==> src/rtl/song_seq_ctrl.sv <==
// Note-event sequencer: fetches {code, beats} words from a synchronous ROM and holds each code for its beat count.
// Optional build macro SONG_GAP_EN inserts one silent beat after every note.
module song_seq_ctrl #(
    parameter int ADDR_W     = 6,
    parameter int TICK_DIV   = 1500000,
    parameter int START_ADDR = 0
) (
    input  logic              clk_6MHz,
    input  logic              rst,
    input  logic              play,
    input  logic              pause,
    input  logic              stop,
    input  logic              loop,
    output logic [ADDR_W-1:0] rom_addr,
    input  logic [15:0]       rom_data,
    output logic [3:0]        high,
    output logic [3:0]        med,
    output logic [3:0]        low,
    output logic              busy,
    output logic              done
);

    localparam int PRESC_W = (TICK_DIV > 1) ? $clog2(TICK_DIV) : 1;

    typedef enum logic [2:0] {
        S_IDLE   = 3'd0,
        S_FETCH  = 3'd1,
        S_WAIT   = 3'd2,
        S_PLAY   = 3'd3,
        S_PAUSED = 3'd4
`ifdef SONG_GAP_EN
        , S_GAP  = 3'd5
`endif
    } state_t;

    state_t               r_state, w_state_next;
    state_t               r_resume, w_resume_next;
    logic [11:0]          r_cur, w_cur_next;
    logic [3:0]           r_beats, w_beats_next;
    logic [PRESC_W-1:0]   r_presc, w_presc_next;
    logic [ADDR_W-1:0]    r_addr, w_addr_next;
    logic [11:0]          r_out, w_out_next;
    logic                 r_busy;
    logic                 r_done, w_done_next;

    logic                 w_tick;
    logic                 w_last;
    logic                 w_play_cmd;

    assign w_tick     = (r_presc == PRESC_W'(TICK_DIV - 1));
    assign w_last     = w_tick && (r_beats == 4'd1);
    // pause outranks play when both arrive together
    assign w_play_cmd = play & ~pause;

    always_comb begin
        w_state_next  = r_state;
        w_resume_next = r_resume;
        w_cur_next    = r_cur;
        w_beats_next  = r_beats;
        w_presc_next  = r_presc;
        w_addr_next   = r_addr;
        w_out_next    = r_out;
        w_done_next   = 1'b0;

        case (r_state)
            S_IDLE: begin
                w_out_next = '0;
                if (w_play_cmd) begin
                    w_addr_next  = ADDR_W'(START_ADDR);
                    w_state_next = S_FETCH;
                end
            end
            S_FETCH: begin
                w_state_next = S_WAIT;
            end
            S_WAIT: begin
                if (rom_data[3:0] != 4'd0) begin
                    w_cur_next   = rom_data[15:4];
                    w_beats_next = rom_data[3:0];
                    w_presc_next = '0;
                    w_out_next   = rom_data[15:4];
                    w_state_next = S_PLAY;
                end else if (loop) begin
                    w_addr_next  = ADDR_W'(START_ADDR);
                    w_state_next = S_FETCH;
                end else begin
                    w_done_next  = 1'b1;
                    w_out_next   = '0;
                    w_state_next = S_IDLE;
                end
            end
            S_PLAY: begin
                w_presc_next = w_tick ? '0 : r_presc + PRESC_W'(1);
                if (w_tick) begin
                    w_beats_next = r_beats - 4'd1;
                end
                if (w_last) begin
                    w_addr_next = r_addr + ADDR_W'(1);
`ifdef SONG_GAP_EN
                    w_state_next = S_GAP;
                    w_out_next   = '0;
`else
                    w_state_next = S_FETCH;
`endif
                end
                // The pause cycle itself is still counted, so resume picks up exactly where it left off.
                if (pause) begin
                    w_resume_next = w_state_next;
                    w_state_next  = S_PAUSED;
                    w_out_next    = '0;
                end
            end
`ifdef SONG_GAP_EN
            S_GAP: begin
                w_presc_next = w_tick ? '0 : r_presc + PRESC_W'(1);
                if (w_tick) begin
                    w_state_next = S_FETCH;
                end
                if (pause) begin
                    w_resume_next = w_state_next;
                    w_state_next  = S_PAUSED;
                end
            end
`endif
            S_PAUSED: begin
                w_out_next = '0;
                if (w_play_cmd) begin
                    w_state_next = r_resume;
                    w_out_next   = (r_resume == S_PLAY) ? r_cur : 12'd0;
                end
            end
            default: begin
                w_state_next = S_IDLE;
                w_out_next   = '0;
            end
        endcase

        if (stop) begin
            w_state_next = S_IDLE;
            w_addr_next  = ADDR_W'(START_ADDR);
            w_out_next   = '0;
            w_done_next  = 1'b0;
        end
    end

    always_ff @(posedge clk_6MHz) begin
        if (rst) begin
            r_state  <= S_IDLE;
            r_resume <= S_PLAY;
            r_cur    <= '0;
            r_beats  <= '0;
            r_presc  <= '0;
            r_addr   <= ADDR_W'(START_ADDR);
            r_out    <= '0;
            r_busy   <= 1'b0;
            r_done   <= 1'b0;
        end else begin
            r_state  <= w_state_next;
            r_resume <= w_resume_next;
            r_cur    <= w_cur_next;
            r_beats  <= w_beats_next;
            r_presc  <= w_presc_next;
            r_addr   <= w_addr_next;
            r_out    <= w_out_next;
            r_busy   <= (w_state_next != S_IDLE);
            r_done   <= w_done_next;
        end
    end

    assign rom_addr = r_addr;
    assign high     = r_out[11:8];
    assign med      = r_out[7:4];
    assign low      = r_out[3:0];
    assign busy     = r_busy;
    assign done     = r_done;

endmodule

==> config.mk <==
export PLATFORM = sky130hd
export DESIGN_NAME = song_seq_ctrl
export DESIGN_NICKNAME = d
export VERILOG_FILES = /design/src/rtl/song_seq_ctrl.sv
export SDC_FILE = /design/constraint.sdc
export NUM_CORES = 1
export LEC_CHECK = 0
export CAP_MARGIN = 5
export CORE_ASPECT_RATIO = 0.75
export CORE_MARGIN = 10
export CORE_UTILIZATION = 25
export DETAILED_ROUTE_END_ITERATION = 8
export PLACE_DENSITY = 0.46
export SLEW_MARGIN = 15
export SYNTH_ARGS = -nofsm -noshare
export SYNTH_HDL_FRONTEND = slang
export SYNTH_SLANG_ARGS = --single-unit
==> constraint.sdc <==
create_clock -name clk_6MHz -period 2.9 [get_ports clk_6MHz]
set_clock_uncertainty 0.15 [all_clocks]
set_input_delay 0.725 -clock clk_6MHz [delete_from_list [all_inputs] [get_ports clk_6MHz]]
set_output_delay 0.725 -clock clk_6MHz [all_outputs]
set_load 0.01 [all_outputs]
-- Word-level counts from Yosys, hierarchy flattened
Cells that the tools add are included.
- add/sub/neg operators: 3
- multiply operators: 0
- div/mod/pow operators: 0
- order comparisons: 0
- equal/unequal tests: 15
- shift-type cells: 0
- multiplexer cells: 26
- bitwise operators: 4
- reductions and logical operators: 14
- operator list (kind ; number):
    12-bit two-way mux ; 5
    12-bit one-hot mux with 4 select lines ; 1
    21-bit two-way mux ; 2
    21-bit one-hot mux with 2 select lines ; 1
    6-bit two-way mux ; 4
    21-bit by 1-bit adder with 21-bit output (second input constant) ; 1
    21-bit equality test (second input constant) ; 1
    6-bit one-hot mux with 3 select lines ; 1
    3-bit two-way mux ; 5
    3-bit one-hot mux with 5 select lines ; 1
    2-bit inequality test (second input constant) ; 7
    3-bit by 2-bit equality test with 1-bit output (second input constant) ; 3
    4-bit two-way mux ; 2
    4-bit one-hot mux with 2 select lines ; 1
    6-bit by 1-bit adder with 6-bit output (second input constant) ; 1
    2-bit AND reduction ; 3
    3-bit AND reduction ; 2
    3-bit nonzero test ; 2
    5-bit AND reduction ; 1
    4-bit by 1-bit equality test with 1-bit output (second input constant) ; 1
    4-bit nonzero test ; 1
    4-bit OR reduction ; 1
    4-bit by 1-bit subtractor with 4-bit output (second input constant) ; 1
    3-bit by 1-bit equality test with 1-bit output (second input constant) ; 1
    other kinds (10) ; 13
- register bits after elaboration: 63
- bits in latches: 0
- RAM bits: 0
- memory bits (read-only): 0
- word-level logic and storage cells: 71
- memories kept: 0

-- Depth between registers and ports, before layout
- depth after elaboration: 7
- mapped depth: 8

-- Least setup slack after synthesis
Ideal clock, no wire load.
- kind: input to register
- from: in rom_data[0]
- to: reg r_busy (netlist: busy)
- setup time: 127 ps
- arrival: 2242 ps
- setup slack: 381 ps
- cell stages on the path: 7
- cell sequence: or4_1 clkbuf_1 and3_1 clkbuf_1 o21bai_1 o31ai_1 or3_1
- word-level cells in the longest chain between the ends: 5
- RTL lines (what ; RTL line ; RTL):
    from (decl) ; 15 ; input logic [15:0] rom_data,
    4-bit nonzero test ; 77 ; if (rom_data[3:0] != 4'd0) begin
    2-bit two-way mux ; 77 ;
    3-bit one-hot mux with 5 select lines ; 65 ; case (r_state)
    3-bit two-way mux ; 138 ; if (stop) begin
    3-bit nonzero test ; 165 ; r_busy <= (w_state_next != S_IDLE);
    to (signal assigned) ; 165 ;
    to (decl) ; 43 ; logic r_busy;
No other way between the ends.
A chain may end at the register's enable or synchronous reset.

-- Worst setup path in the final report
- from: in rom_data[0]
- to: reg r_beats[0]
- word-level cells in the longest chain between the ends: 3
- RTL lines (what ; RTL line ; RTL):
    4-bit nonzero test ; 77 ;
    2-bit inequality test (no line) ; - ;
    3-bit AND reduction (no line) ; - ;
    to (signal assigned) ; 161 ; r_beats <= w_beats_next;
    to (decl) ; 39 ; logic [3:0] r_beats, w_beats_next;
Parallel ways exist; a longest one is shown, timed or not. The select of a mux whose other input is x is not followed.

==> out/qor.csv <==
stage;metric;value;unit
run_status;status;finished, final reports clean;
sta;final period demand of the worst path;2.61;ns
route;DRT Wirelength;8880;um
pwr;Power Dens Cells;522;mW/mm2
setup_path;Worst setup EP type;flop;
pwr;Comb pwr share;5.6;%
logic_synthesis;Post-Syn Nets;382;
route;Residual DRC;0;
route;vias per cell;5.02;
setup_path;Critical Path RT;2.98;ns
setup_path;CP Launch Type;primary input;
logic_synthesis;Seq cells post-synth;63;
grt;pin count of the biggest net entering global routing;36;
pwr;Power, Total;2.07;mW
die;Initial Util;25.7;%
clock_tree;clock latency on the worst-skew pair;0.33;ns
logic_synthesis;Synth area leaders;dfxtp_1, nand2_1, a21oi_1;
clock_tree;Num CTS Buffers;9;
grt;GRT Total Usage;10.7;%
grt;initial antenna violation count;0;
die;Die Height;115;um
logic_synthesis;Ys Warns;0;
clock_tree;total setup buffers inserted after CTS;0;
worst_hold_path;hold worst-path end;r_cur[5]$_SDFFE_PP0P_;
sta;setup TNS;0;ns
sta;Max-slew headroom;68.1;%
route;DRT iter0 DRCs;223;
die;die footprint;0.0167;mm2
pwr;Pleak;1.37;nW
logic_synthesis;Mean Syn Cell Area;8.37;um2
sta;setup violators final;0;
logic_synthesis;most frequent cells after synthesis;dfxtp_1, nand2_1, a21oi_1, nor2_1, nand3_1;
clock_tree;CTS Hold Bufs;0;
clock_tree;CTS tree;yes;
sta;Slew @ Worst Pin;0.472;ns
placement;I/O Buffers;41;
grt;overflow left after global routing;0;
route;drt pass-1 iters;5;
finish;Syn-to-layout area delta;33.4;%
logic_synthesis;Cell Area, Synth;0.00298;mm2
pwr;Seq pwr share;42.4;%
finish;Final #Nets;430;
sta;final setup margin;0.294;ns
grt;gr busiest metal;met2;
route;vias;2866;
grt;first-pass GRT wire length;14400;um
pwr;P_sw;0.458;mW
pwr;VDD IR-drop max;0.269;mV
pwr;P_int;1.62;mW
placement;pre-CTS setup slack;-0.0254;ns
grt;met2 GRT Util;15.7;%
clock_tree;CTS Root Cell;clkbuf_16;
placement;DP HPWL;6150;um
logic_synthesis;Post-synth EDFFs;0;
sta;unrepaired setup endpoints after global routing;false;
clock_tree;H-tree Lvls;3;
die;DIE WIDTH;146;um
setup_path;r2r worst-path depth;5;
route;Routed Antenna Nets;0;
sta;final hold violations;0;
die;# rows;34;
setup_path;setup slack, reg-to-reg;0.47;ns
logic_synthesis;top cell type's share of synthesized area;42.3;%
worst_hold_path;hold path start;r_cur[5]$_SDFFE_PP0P_;
worst_hold_path;min-delay worst type;reg2reg;
sta;max frequency;384;MHz
setup_path;reg-to-reg endpoint;r_presc[20]$_SDFFE_PP0P_;
clock_tree;Sink Count;63;
pwr;clock share of power;51.9;%
finish;fraction of layout cells with a size suffix above 1;10.0;%
setup_path;crit path kind;in2reg;
placement;gp weighted congestion;0.782;
sta;Final Max Slew Viols;0;
logic_synthesis;Syn Inst Count;356;
worst_hold_path;hold path cells;2;
finish;ANT cells;0;
sta;fin crit share;89.9;%
logic_synthesis;Yosys cell types;54;
die;Ports;42;
route;routed len/inst;15.5;um
clock_tree;clk slew on worst S/H paths;0.06;ns
setup_path;Worst Path Arrival;2.69;ns
sta;final hold slack;0.304;ns
clock_tree;Clock Tree Buf Depth;2;
run;Max Cap Viol;0;
die;core box area;0.0116;mm2
setup_path;crit-path max FO;5;
pwr;switching fraction of total power;22.1;%
grt;global-route met3 utilization;3.55;%
grt;vias in the first global route;2754;
setup_path;Worst R2R Start;r_presc[5]$_SDFFE_PP0P_;
logic_synthesis;most used flip-flop cell after synthesis;dfxtp_1;
logic_synthesis;ys async rst share;0;%
clock_tree;CTS resizes;0;
logic_synthesis;top-count cell post-synth;dfxtp_1;
logic_synthesis;post-synthesis sequential area ratio;42.3;%
logic_synthesis;cell taking the most area after synthesis;dfxtp_1;
grt;met1 Use GR;14.3;%
[logic make-up after synthesis]
| kind of cell | Yosys count | synth area share (%) |
|---|---|---|
| AO/OA/AOI/OAI | 91 | 20.8 |
| XOR/XNOR | 3 | 0.882 |
| adder cells (fa/ha/maj) | 4 | 1.68 |
| buffers and inverters | 25 | 3.44 |
| flip-flops | 63 | 42.3 |
| multiplexers | 4 | 1.34 |
| AND/OR/NAND/NOR | 166 | 29.5 |
[layout make-up]
class,count,area (um2)
flip-flops and latches,63,1260
repair buffers,58,576
inverters,4,15.0
clock buffers,10,239
fillers,1218,7640
clock inverters,6,60.1
multi-input cells,268,1620
well taps,162,203
[registers in the layout, summed over array words and instances (netlist names)]
register	flops
busy	1
r_cur	12
rom_addr	6
r_out	12
r_state	3
r_resume	3
done	1
r_beats	4
r_presc	21
[metal layers]
metal / part of all wire [%] / wire length, um / up-vias
met2: 43 / 3860 / 70
met1: 50 / 4400 / 1359
met5: 0 / 0 / -
met4: 1.1 / 98 / 0
met3: 5.8 / 515 / 5
li1: - / - / 1432
[power groups by stage]
stage | Clock (mW) | Combinational [mW] | Sequential (mW)
floorplan | 0 | 0.0512 | 0.895
global placement | 0 | 0.118 | 0.898
detailed placement | 0 | 0.118 | 0.898
CTS | 1.11 | 0.119 | 0.879
global route | 1.15 | 0.129 | 0.880
finish | 1.08 | 0.117 | 0.879
[placed cells by master, fill, tap and decap left out, types with 2 or more instances in the layout]
cell and n:
dfxtp_1 63, nand2_1 50, clkdlybuf4s50_1 41, nor2_1 31, a21oi_1 31, nand3_1 20
buf_4 14, a222oi_1 12, o21ai_0 11, nand4_1 9, clkbuf_16 9, or3_1 8
a31oi_1 8, or4_1 6, and3_1 5, a22o_1 5, inv_1 4, nor2b_1 4
and4_1 4, mux2i_1 4, nand2b_1 4, a21o_1 4, ha_1 4, nor3b_1 3
xnor2_1 3, nor4b_1 3, nor4_1 3, nor3_1 3, nand3b_1 3, clkinv_2 3
buf_12 3, and3b_1 2, o21bai_1 2, a211o_1 2, o31ai_1 2, a22oi_1 2
clkinvlp_4 2
[worst max-delay path: stages]
cell	delay [ns]
clkdlybuf4s50_1	0.41
or4_1	0.59
buf_4	0.19
o21bai_1	0.23
buf_4	0.19
nor2_1	0.08
a311oi_1	0.28
[how the worst max path moves through the flow]
stage | startpoint | endpoint | slack (ns) | cells after the start
finish | rom_data[0] | r_beats[0]$_SDFFE_PP0P_ | 0.29 | 7
CTS | rom_data[0] | r_beats[0]$_SDFFE_PP0P_ | 0.31 | 7
detailed placement | rom_data[0] | r_presc[7]$_SDFFE_PP0P_ | -0.03 | 8
global route | rom_data[0] | r_out[3]$_SDFFE_PP0P_ | 0.19 | 7
floorplan | rom_data[0] | busy$_SDFF_PP0_ | 0.38 | 7
global placement | rom_data[0] | r_presc[7]$_SDFFE_PP0P_ | -0.003 | 8
[through the flow]
step	area, um2	util, %	cells
after floorplan	2980	-	356
after global placement	3680	31.7	555
after detailed placement	3680	31.7	555
after CTS	3980	34.2	571
after global routing	3980	34.2	571
final	3980	34.2	571
(Power assumes the default switching activity.)
